--- src/rtl/stage_execute_muldiv.sv ---
// Iterative multiply/divide unit with HI/LO state for the execute stage.
// Shift-add multiply (MUL_BITS per cycle) and restoring divide; results commit only at the end of FIX.
module stage_execute_muldiv #(
  parameter int WIDTH    = 32,
  parameter int MUL_BITS = 8
) (
  input  logic             clk,
  input  logic             reset,
  input  logic             start,
  input  logic [3:0]       op,
  input  logic [WIDTH-1:0] in0,
  input  logic [WIDTH-1:0] in1,
  input  logic             flush,
  output logic             busy,
  output logic             done,
  output logic [WIDTH-1:0] hi,
  output logic [WIDTH-1:0] lo
);
  localparam int MUL_STEPS = WIDTH / MUL_BITS;
  localparam int CW        = $clog2(WIDTH + 1);
  localparam logic [3:0] OP_MULT = 4'd1, OP_MULTU = 4'd2, OP_DIV = 4'd3, OP_DIVU = 4'd4,
                         OP_MADD = 4'd5, OP_MADDU = 4'd6, OP_MSUB = 4'd7, OP_MSUBU = 4'd8,
                         OP_MTHI = 4'd9, OP_MTLO  = 4'd10;

  typedef enum logic [1:0] {IDLE, MUL, DIV, FIX} state_t;

  state_t               state;
  logic [2*WIDTH-1:0]   p, base;
  logic [WIDTH-1:0]     dvs;
  logic [CW-1:0]        cnt;
  logic                 neg_lo, neg_hi, is_div, div0, acc_add, acc_sub;

  logic                 mul_op, div_op, sgn, a_neg, b_neg;
  logic [WIDTH-1:0]     a_mag, b_mag;

  always_comb begin
    mul_op = op inside {OP_MULT, OP_MULTU, OP_MADD, OP_MADDU, OP_MSUB, OP_MSUBU};
    div_op = op inside {OP_DIV, OP_DIVU};
    sgn    = op inside {OP_MULT, OP_DIV, OP_MADD, OP_MSUB};
    a_neg  = sgn & in0[WIDTH-1];
    b_neg  = sgn & in1[WIDTH-1];
    a_mag  = a_neg ? -in0 : in0;
    b_mag  = b_neg ? -in1 : in1;
  end

  assign busy = (state != IDLE) || (start && (mul_op || div_op));
  assign done = (state == FIX) && !flush;

  // Multiply step: low half of p holds the unretired multiplier bits, high half the running sum.
  logic [WIDTH+MUL_BITS-1:0] partial, upper_sum;
  logic [2*WIDTH-1:0]        mul_next;
  always_comb begin
    partial = '0;
    for (int i = 0; i < MUL_BITS; i++)
      if (p[i]) partial = partial + ({{MUL_BITS{1'b0}}, dvs} << i);
    upper_sum = {{MUL_BITS{1'b0}}, p[2*WIDTH-1:WIDTH]} + partial;
  end

  generate
    if (MUL_BITS < WIDTH) begin : g_mul_shift
      assign mul_next = {upper_sum, p[WIDTH-1:MUL_BITS]};
    end else begin : g_mul_single
      assign mul_next = upper_sum;
    end
  endgenerate

  // Restoring divide step: p = {remainder, dividend/quotient shift register}.
  logic [WIDTH:0]     rem_sh, diff;
  logic               qbit;
  logic [2*WIDTH-1:0] div_next;
  always_comb begin
    rem_sh   = {p[2*WIDTH-1:WIDTH], p[WIDTH-1]};
    diff     = rem_sh - {1'b0, dvs};
    qbit     = !diff[WIDTH];
    div_next = {qbit ? diff[WIDTH-1:0] : rem_sh[WIDTH-1:0], p[WIDTH-2:0], qbit};
  end

  logic [2*WIDTH-1:0] prod_s, mul_res, div_res, fix_res;
  logic [WIDTH-1:0]   quo, rem;
  always_comb begin
    prod_s  = neg_lo ? -p : p;
    mul_res = acc_sub ? base - prod_s : (acc_add ? base + prod_s : prod_s);
    quo     = p[WIDTH-1:0];
    rem     = p[2*WIDTH-1:WIDTH];
    div_res = div0 ? '0 : {neg_hi ? -rem : rem, neg_lo ? -quo : quo};
    fix_res = is_div ? div_res : mul_res;
  end

  always_ff @(posedge clk) begin
    if (reset) begin
      state <= IDLE;
      hi <= '0; lo <= '0;
      p <= '0; base <= '0; dvs <= '0; cnt <= '0;
      neg_lo <= 1'b0; neg_hi <= 1'b0; is_div <= 1'b0; div0 <= 1'b0;
      acc_add <= 1'b0; acc_sub <= 1'b0;
    end else begin
      case (state)
        IDLE: if (start && !flush) begin
          if (op == OP_MTHI) hi <= in0;
          else if (op == OP_MTLO) lo <= in0;
          else if (mul_op) begin
            state   <= MUL;
            cnt     <= CW'(MUL_STEPS - 1);
            p       <= {{WIDTH{1'b0}}, b_mag};
            dvs     <= a_mag;
            neg_lo  <= a_neg ^ b_neg;
            is_div  <= 1'b0;
            acc_add <= op inside {OP_MADD, OP_MADDU};
            acc_sub <= op inside {OP_MSUB, OP_MSUBU};
            base    <= {hi, lo};
          end else if (div_op) begin
            state   <= DIV;
            cnt     <= CW'(WIDTH - 1);
            p       <= {{WIDTH{1'b0}}, a_mag};
            dvs     <= b_mag;
            neg_lo  <= a_neg ^ b_neg;
            neg_hi  <= a_neg;
            div0    <= (in1 == '0);
            is_div  <= 1'b1;
            acc_add <= 1'b0;
            acc_sub <= 1'b0;
          end
        end
        MUL: if (flush) state <= IDLE;
             else begin
               p <= mul_next;
               if (cnt == '0) state <= FIX;
               else cnt <= cnt - 1'b1;
             end
        DIV: if (flush) state <= IDLE;
             else begin
               p <= div_next;
               if (cnt == '0) state <= FIX;
               else cnt <= cnt - 1'b1;
             end
        FIX: begin
          if (!flush) {hi, lo} <= fix_res;
          state <= IDLE;
        end
        default: state <= IDLE;
      endcase
    end
  end
endmodule

--- config.mk ---
export PLATFORM = sky130hd
export DESIGN_NAME = stage_execute_muldiv
export DESIGN_NICKNAME = d
export VERILOG_FILES = /design/src/rtl/stage_execute_muldiv.sv
export SDC_FILE = /design/constraint.sdc
export NUM_CORES = 2
export LEC_CHECK = 0
export CAP_MARGIN = 20
export CORE_MARGIN = 2
export CORE_UTILIZATION = 50
export DETAILED_ROUTE_END_ITERATION = 7
export PLACE_DENSITY = 0.72
export SLEW_MARGIN = 10
export SYNTH_ARGS = -nofsm -noshare
export SYNTH_HDL_FRONTEND = slang
export SYNTH_SLANG_ARGS = --single-unit
--- constraint.sdc ---
create_clock -name clk -period 25.9 [get_ports clk]
set_input_delay 3.885 -clock clk [delete_from_list [all_inputs] [get_ports clk]]
set_output_delay 3.885 -clock clk [all_outputs]
set_load 0.05 [all_outputs]
# Yosys cells after proc, flatten, opt, wreduce, memory -nomap -nowiden
# Cells that the tools add are included.
[totals]
inputBits = 72
ff_bits = 238
word_cells = 150
out_inout_bits = 66
[classes]
n_reduce_logical = 29
bitwise = 6
eq_ne = 25
muxes = 60
add_sub_neg = 17
[op_table]
columns = ["operator", "n"]
rows = [
  ["$mux W64", 12],
  ["$mux W32", 15],
  ["$mux W40", 7],
  ["$pmux W64 S3", 1],
  ["$neg A32 Y32", 4],
  ["$pmux W32 S2", 2],
  ["$add A64 B64 Y64", 1],
  ["$neg A64 Y64", 1],
  ["$sub A64 B64 Y64", 1],
  ["$mux W6", 7],
  ["$add A32 B40 Y40", 1],
  ["$add A40 B33 Y40", 1],
  ["$add A40 B34 Y40", 1],
  ["$add A40 B35 Y40", 1],
  ["$add A40 B36 Y40", 1],
  ["$add A40 B37 Y40", 1],
  ["$add A40 B38 Y40", 1],
  ["$add A40 B39 Y40", 1],
  ["$sub A33 B32 Y33", 1],
  ["$logic_not A32 Y1", 1],
  ["$ne A2 B2 Y1 const B", 10],
  ["$reduce_and A5 Y1", 4],
  ["$eq A4 B3 Y1 const B", 4],
  ["$mux W2", 7],
  ["27 further kinds", 51],
]

# Logic depth before layout (Yosys ltp)
[logic_depth]
depth_word = 18
depth_mapped = 81
mapped_depth_nobuf = 76

# Worst setup path before layout
# Ideal clock, no wire load.
[synth_timing]
path_type = "reg-to-reg"
start = "reg p[0]"
end = "reg p[63]"
n_path_buf = 5
synth_period_minus_slack_ps = 14106
t_required_ps = 25778
stages_incl_launch_ff = 65
arrival_time_ps = 13984
path_slack_ps = 11794
setup_ps = 122
path_cell_list = "dfxtp_1 buf_2 buf_2 buf_1 clkbuf_1 nand2_1 inv_1 ha_1 a211oi_1 or3_1 o221a_2 o21ai_0 maj3_1 a21oi_1 mux2i_1 or2_2 ha_1 a21o_1 [29 not listed] nand4_1 or3_1 ha_1 and2_1 a221oi_1 o21ai_0 a41oi_1 mux2_2 nand2_1 ha_1 a21o_1 o21bai_1 xnor2_1 o211ai_1 nand4b_1 nor4b_1 xnor2_1 a221o_1"
[synth_between]
elab_chain_cells = 18
[synth_lines]
columns = ["element", "line_no", "rtl"]
rows = [
  ["start, declared", "28", "logic [2*WIDTH-1:0] p, base;"],
  ["start signal, assigned", "104", "p <= {{WIDTH{1'b0}}, b_mag};"],
  ["start signal, assigned", "114", "p <= {{WIDTH{1'b0}}, a_mag};"],
  ["start signal, assigned", "126", "p <= mul_next;"],
  ["$mux W32 *", "55", "if (p[i]) partial = partial + ({{MUL_BITS{1'b0}}, dvs} << i);"],
  ["$add A40 B33 Y40", "55", ""],
  ["$mux W40 *", "55", ""],
  ["$add A40 B34 Y40", "55", ""],
  ["$mux W40 *", "55", ""],
  ["$add A40 B35 Y40", "55", ""],
  ["$mux W40 *", "55", ""],
  ["$add A40 B36 Y40", "55", ""],
  ["[2 not listed]", "-", ""],
  ["$mux W40 *", "55", ""],
  ["$add A40 B38 Y40", "55", ""],
  ["$mux W40 *", "55", ""],
  ["$add A40 B39 Y40", "55", ""],
  ["$mux W40 *", "55", ""],
  ["$add A32 B40 Y40 *", "56", "upper_sum = {{MUL_BITS{1'b0}}, p[2*WIDTH-1:WIDTH]} + partial;"],
  ["$mux W64 *", "124", "MUL: if (flush) state <= IDLE;"],
  ["$pmux W64 S3 *", "97", "case (state)"],
]
# Every way passes the cells marked *; elsewhere a longest branch is shown, timed or not. The select of a mux whose other input is x is not followed.
# A chain may end at the register's enable or synchronous reset.

# Worst setup path in the final report
# Same ends and word-level chain as after synthesis.

==> results.json <==
{
  "status": "completed",
  "pre_cts_ws_ns": 9.85,
  "start_kind": "register",
  "leakage_nw": 18.6,
  "vdd_drop_max_mv": 0.121,
  "core_area_mm2": 0.0818,
  "tightest_slew_ns": 1.32,
  "antenna_found_initial": 5,
  "power.share.clock_pct": 13.4,
  "dp_hpwl_um": 134000,
  "multiInputGateArea_mm2": 0.0341,
  "cp_data_arrival_time_ns": 16.94,
  "sequential_cell_area_mm2": 0.00478,
  "finalSetupTns_ns": 0,
  "wl_um": 174000,
  "async_flop_share_pct": 0,
  "setup_viol": 0,
  "clk_pin_slew_ns": 0.06,
  "synthTopCellsByArea": "ha_1 (13%), dfxtp_1 (12%), a21oi_1 (7.6%), nand2_1 (6.6%), xnor2_1 (6.4%)",
  "switchingPower_mw": 1.90,
  "die_h_um": 291,
  "area_delta_synth_final_pct": 7.78,
  "grt_pass1_wl_um": 259000,
  "fin_crit_sh_pct": 63.5,
  "synth_compound_area_share_pct": 33.2,
  "yosysWarnings": 0,
  "grt_max_degree": 84,
  "cts-htree-levels": 1,
  "ys_seq_area_share_pct": 11.6,
  "numCtsBuffers": 29,
  "clock-root-buffer": "clkbuf_16",
  "hold_viol": 0,
  "cts_hold_buffers": 0,
  "yosys.area_share.xor_xnor_pct": 10.4,
  "powerDensity_mw_per_mm2": 79.1,
  "synth_top_area_share_pct": 13.2,
  "ant_nets": 0,
  "relSlewSlack_pct": 12.1,
  "die-area_mm2": 0.0847,
  "cts_tree": "done",
  "fillers": 8150,
  "skew_ns": 0.0303,
  "ys.flop_type": "dfxtp_1",
  "wl_per_cell_um": 24.8,
  "fp.dieW_um": 291,
  "fin_total_pwr_mw": 3.51,
  "cp_common_cell": "o21ai_0",
  "synth_most_common_cell": "nand2_1",
  "rsz0062_at_grt": "no",
  "cts.sinks": 238,
  "synth_cells": 6005,
  "grt_overflow": 0,
  "drive_gt1_share_pct": 5.46,
  "p_seq_share_pct": 13.8,
  "io_pins": 138,
  "synth_cell_types": 105,
  "drv_cap": 0,
  "drt_first_pass_iters": 7,
  "grt_usage_pct": 38.8,
  "start_util_pct": 50.3,
  "synth_mux_area_share_pct": 3.67,
  "path_buf_inv": 2,
  "synth_top_family_by_area": "compound AO/OA/AOI/OAI gates",
  "hp-class": "reg2reg",
  "crit_type": "reg2reg",
  "synth_commonest_cells": "nand2_1 (728), a21oi_1 (628), nor2_1 (515)",
  "yosys.area_share.simple_pct": 21.4,
  "postCtsSetupBuffers": 0,
  "p_comb_share_pct": 72.9,
  "crit_family": "compound AO/OA/AOI/OAI gates",
  "drc": 0,
  "syn_area_mm2": 0.0412,
  "drt_iter0_markers": 5849,
  "clk_latency_ns": 0.63,
  "post_dp_cell_area_mm2": 0.0434,
  "max_stage_delay_ns": 0.54,
  "fin_ws_ns": 9.46,
  "vias_per_cell": 6.70,
  "clock.fmax_mhz": 60.8,
  "final_cell_area_mm2": 0.0444,
  "slowest_stage": "or4_1",
  "cts_buffer_depth": 3,
  "cts_resized": 0,
  "intPower_mw": 1.62,
  "place.gp.congestion": 1.06,
  "p_sw_share_pct": 54.0,
  "endpoint_kind": "register",
  "synth_fa_ha_area_share_pct": 13.8,
  "yosysTopAreaCell": "ha_1",
  "min_period_ns": 16.44,
  "final-max-slew-violation-count": 0,
  "cp_max_fo": 46,
  "required_ns": 26.40,
  "synth_edf_count": 0,
  "rows": 105,
  "syn_area_per_cell_um2": 6.86,
  "finish.net_count": 6438,
  "vias": 47000,
  "syn-num-nets": 6524,
  "grt_pass1_vias": 42200,
  "io_buffers": 137,
  "yosys_register_bits": 238
}
cells in the final DEF, fill, tap and decap left out, types with 74 or more instances in the layout:
master,Yosys,routed
nand2_1,728,728
a211oi_1,146,146
a31oi_1,81,81
a21o_1,130,130
nor2_1,515,511
buf_4,0,83
xor2_1,181,181
xnor2_1,300,299
mux2_2,79,79
dfxtp_1,238,229
a21oi_1,628,627
nand3_1,137,137
inv_1,307,307
clkdlybuf4s50_1,0,136
o21a_1,76,76
ha_1,436,435
nand2b_1,75,74
nor3_1,105,104
o21ai_0,427,427
metrics by stage:
| step | hold WS [ns] | util [%] | std cells |
|---|---|---|---|
| final | 0.452 | 54.3 | 7015 |
| after CTS | 0.456 | 54.2 | 7008 |
| after floorplan | 0.454 | - | 6005 |
| after global placement | 0.446 | 53.0 | 6955 |
| after detailed placement | 0.448 | 53.0 | 6957 |
| after global routing | 0.482 | 54.2 | 7010 |
flip-flops by register name, indices dropped and copies added (netlist names), 2 cells and up:
| register | flops |
|---|---|
| base | 64 |
| cnt | 6 |
| dvs | 32 |
| hi | 32 |
| lo | 32 |
| p | 64 |
| state | 2 |
path summary, 6_finish.rpt:
kind                            startpoint  cells past startpoint  endpoint  slack [ns]
worst max register to register        p[0]                     64     p[63]        9.46
worst min register to register      hi[18]                      2    hi[18]        0.45
worst max-delay path                  p[0]                     64     p[63]        9.46
worst min-delay path                hi[18]                      2    hi[18]        0.45
metal layers:
layer	part of all wire (%)	vias up	GRT usage, %
met1	42	22100	53.4
met3	12	508	10.0
li1	-	21700	-
met4	5.2	4	16.7
met5	0.039	-	1.02
met2	40	2639	56.6
cell families after synthesis:
kind of cell / Yosys count
buffers and inverters: 654
DFF: 238
AOI/OAI and AO/OA: 2114
and+or+nand+nor: 1925
muxes: 141
adders and majority gates: 448
xor gates and xnor gates: 485
power groups by stage:
stage | clock (mW) | sequential, mW | combinational [mW]
after CTS | 0.469 | 0.479 | 2.49
after global routing | 0.481 | 0.486 | 2.76
after floorplan | 0 | 0.459 | 1.85
final | 0.469 | 0.484 | 2.56
after detailed placement | 0 | 0.487 | 2.48
after global placement | 0 | 0.487 | 2.46
worst reg2reg max path, delay by kind of cell, from the launching register on:
kind                       cells  cell delay, ns
AOI/OAI and AO/OA             32            7.72
xor gates and xnor gates       6            0.92
adders and majority gates      7            2.54
buffers and inverters          2            0.95
DFF                            1            0.30
muxes                          1            0.39
and+or+nand+nor               16            3.51
cell type report:
cell class	instances	area share, %
Multi-Input combinational cell	5113	76.7
Inverter	314	2.65
Antenna cell	6	0.0338
Clock buffer	36	1.76
Clock inverter	15	0.555
Timing Repair Buffer	223	4.55
Sequential cell	238	10.8
Tap cell	1070	3.01
(Power assumes the default switching activity.)
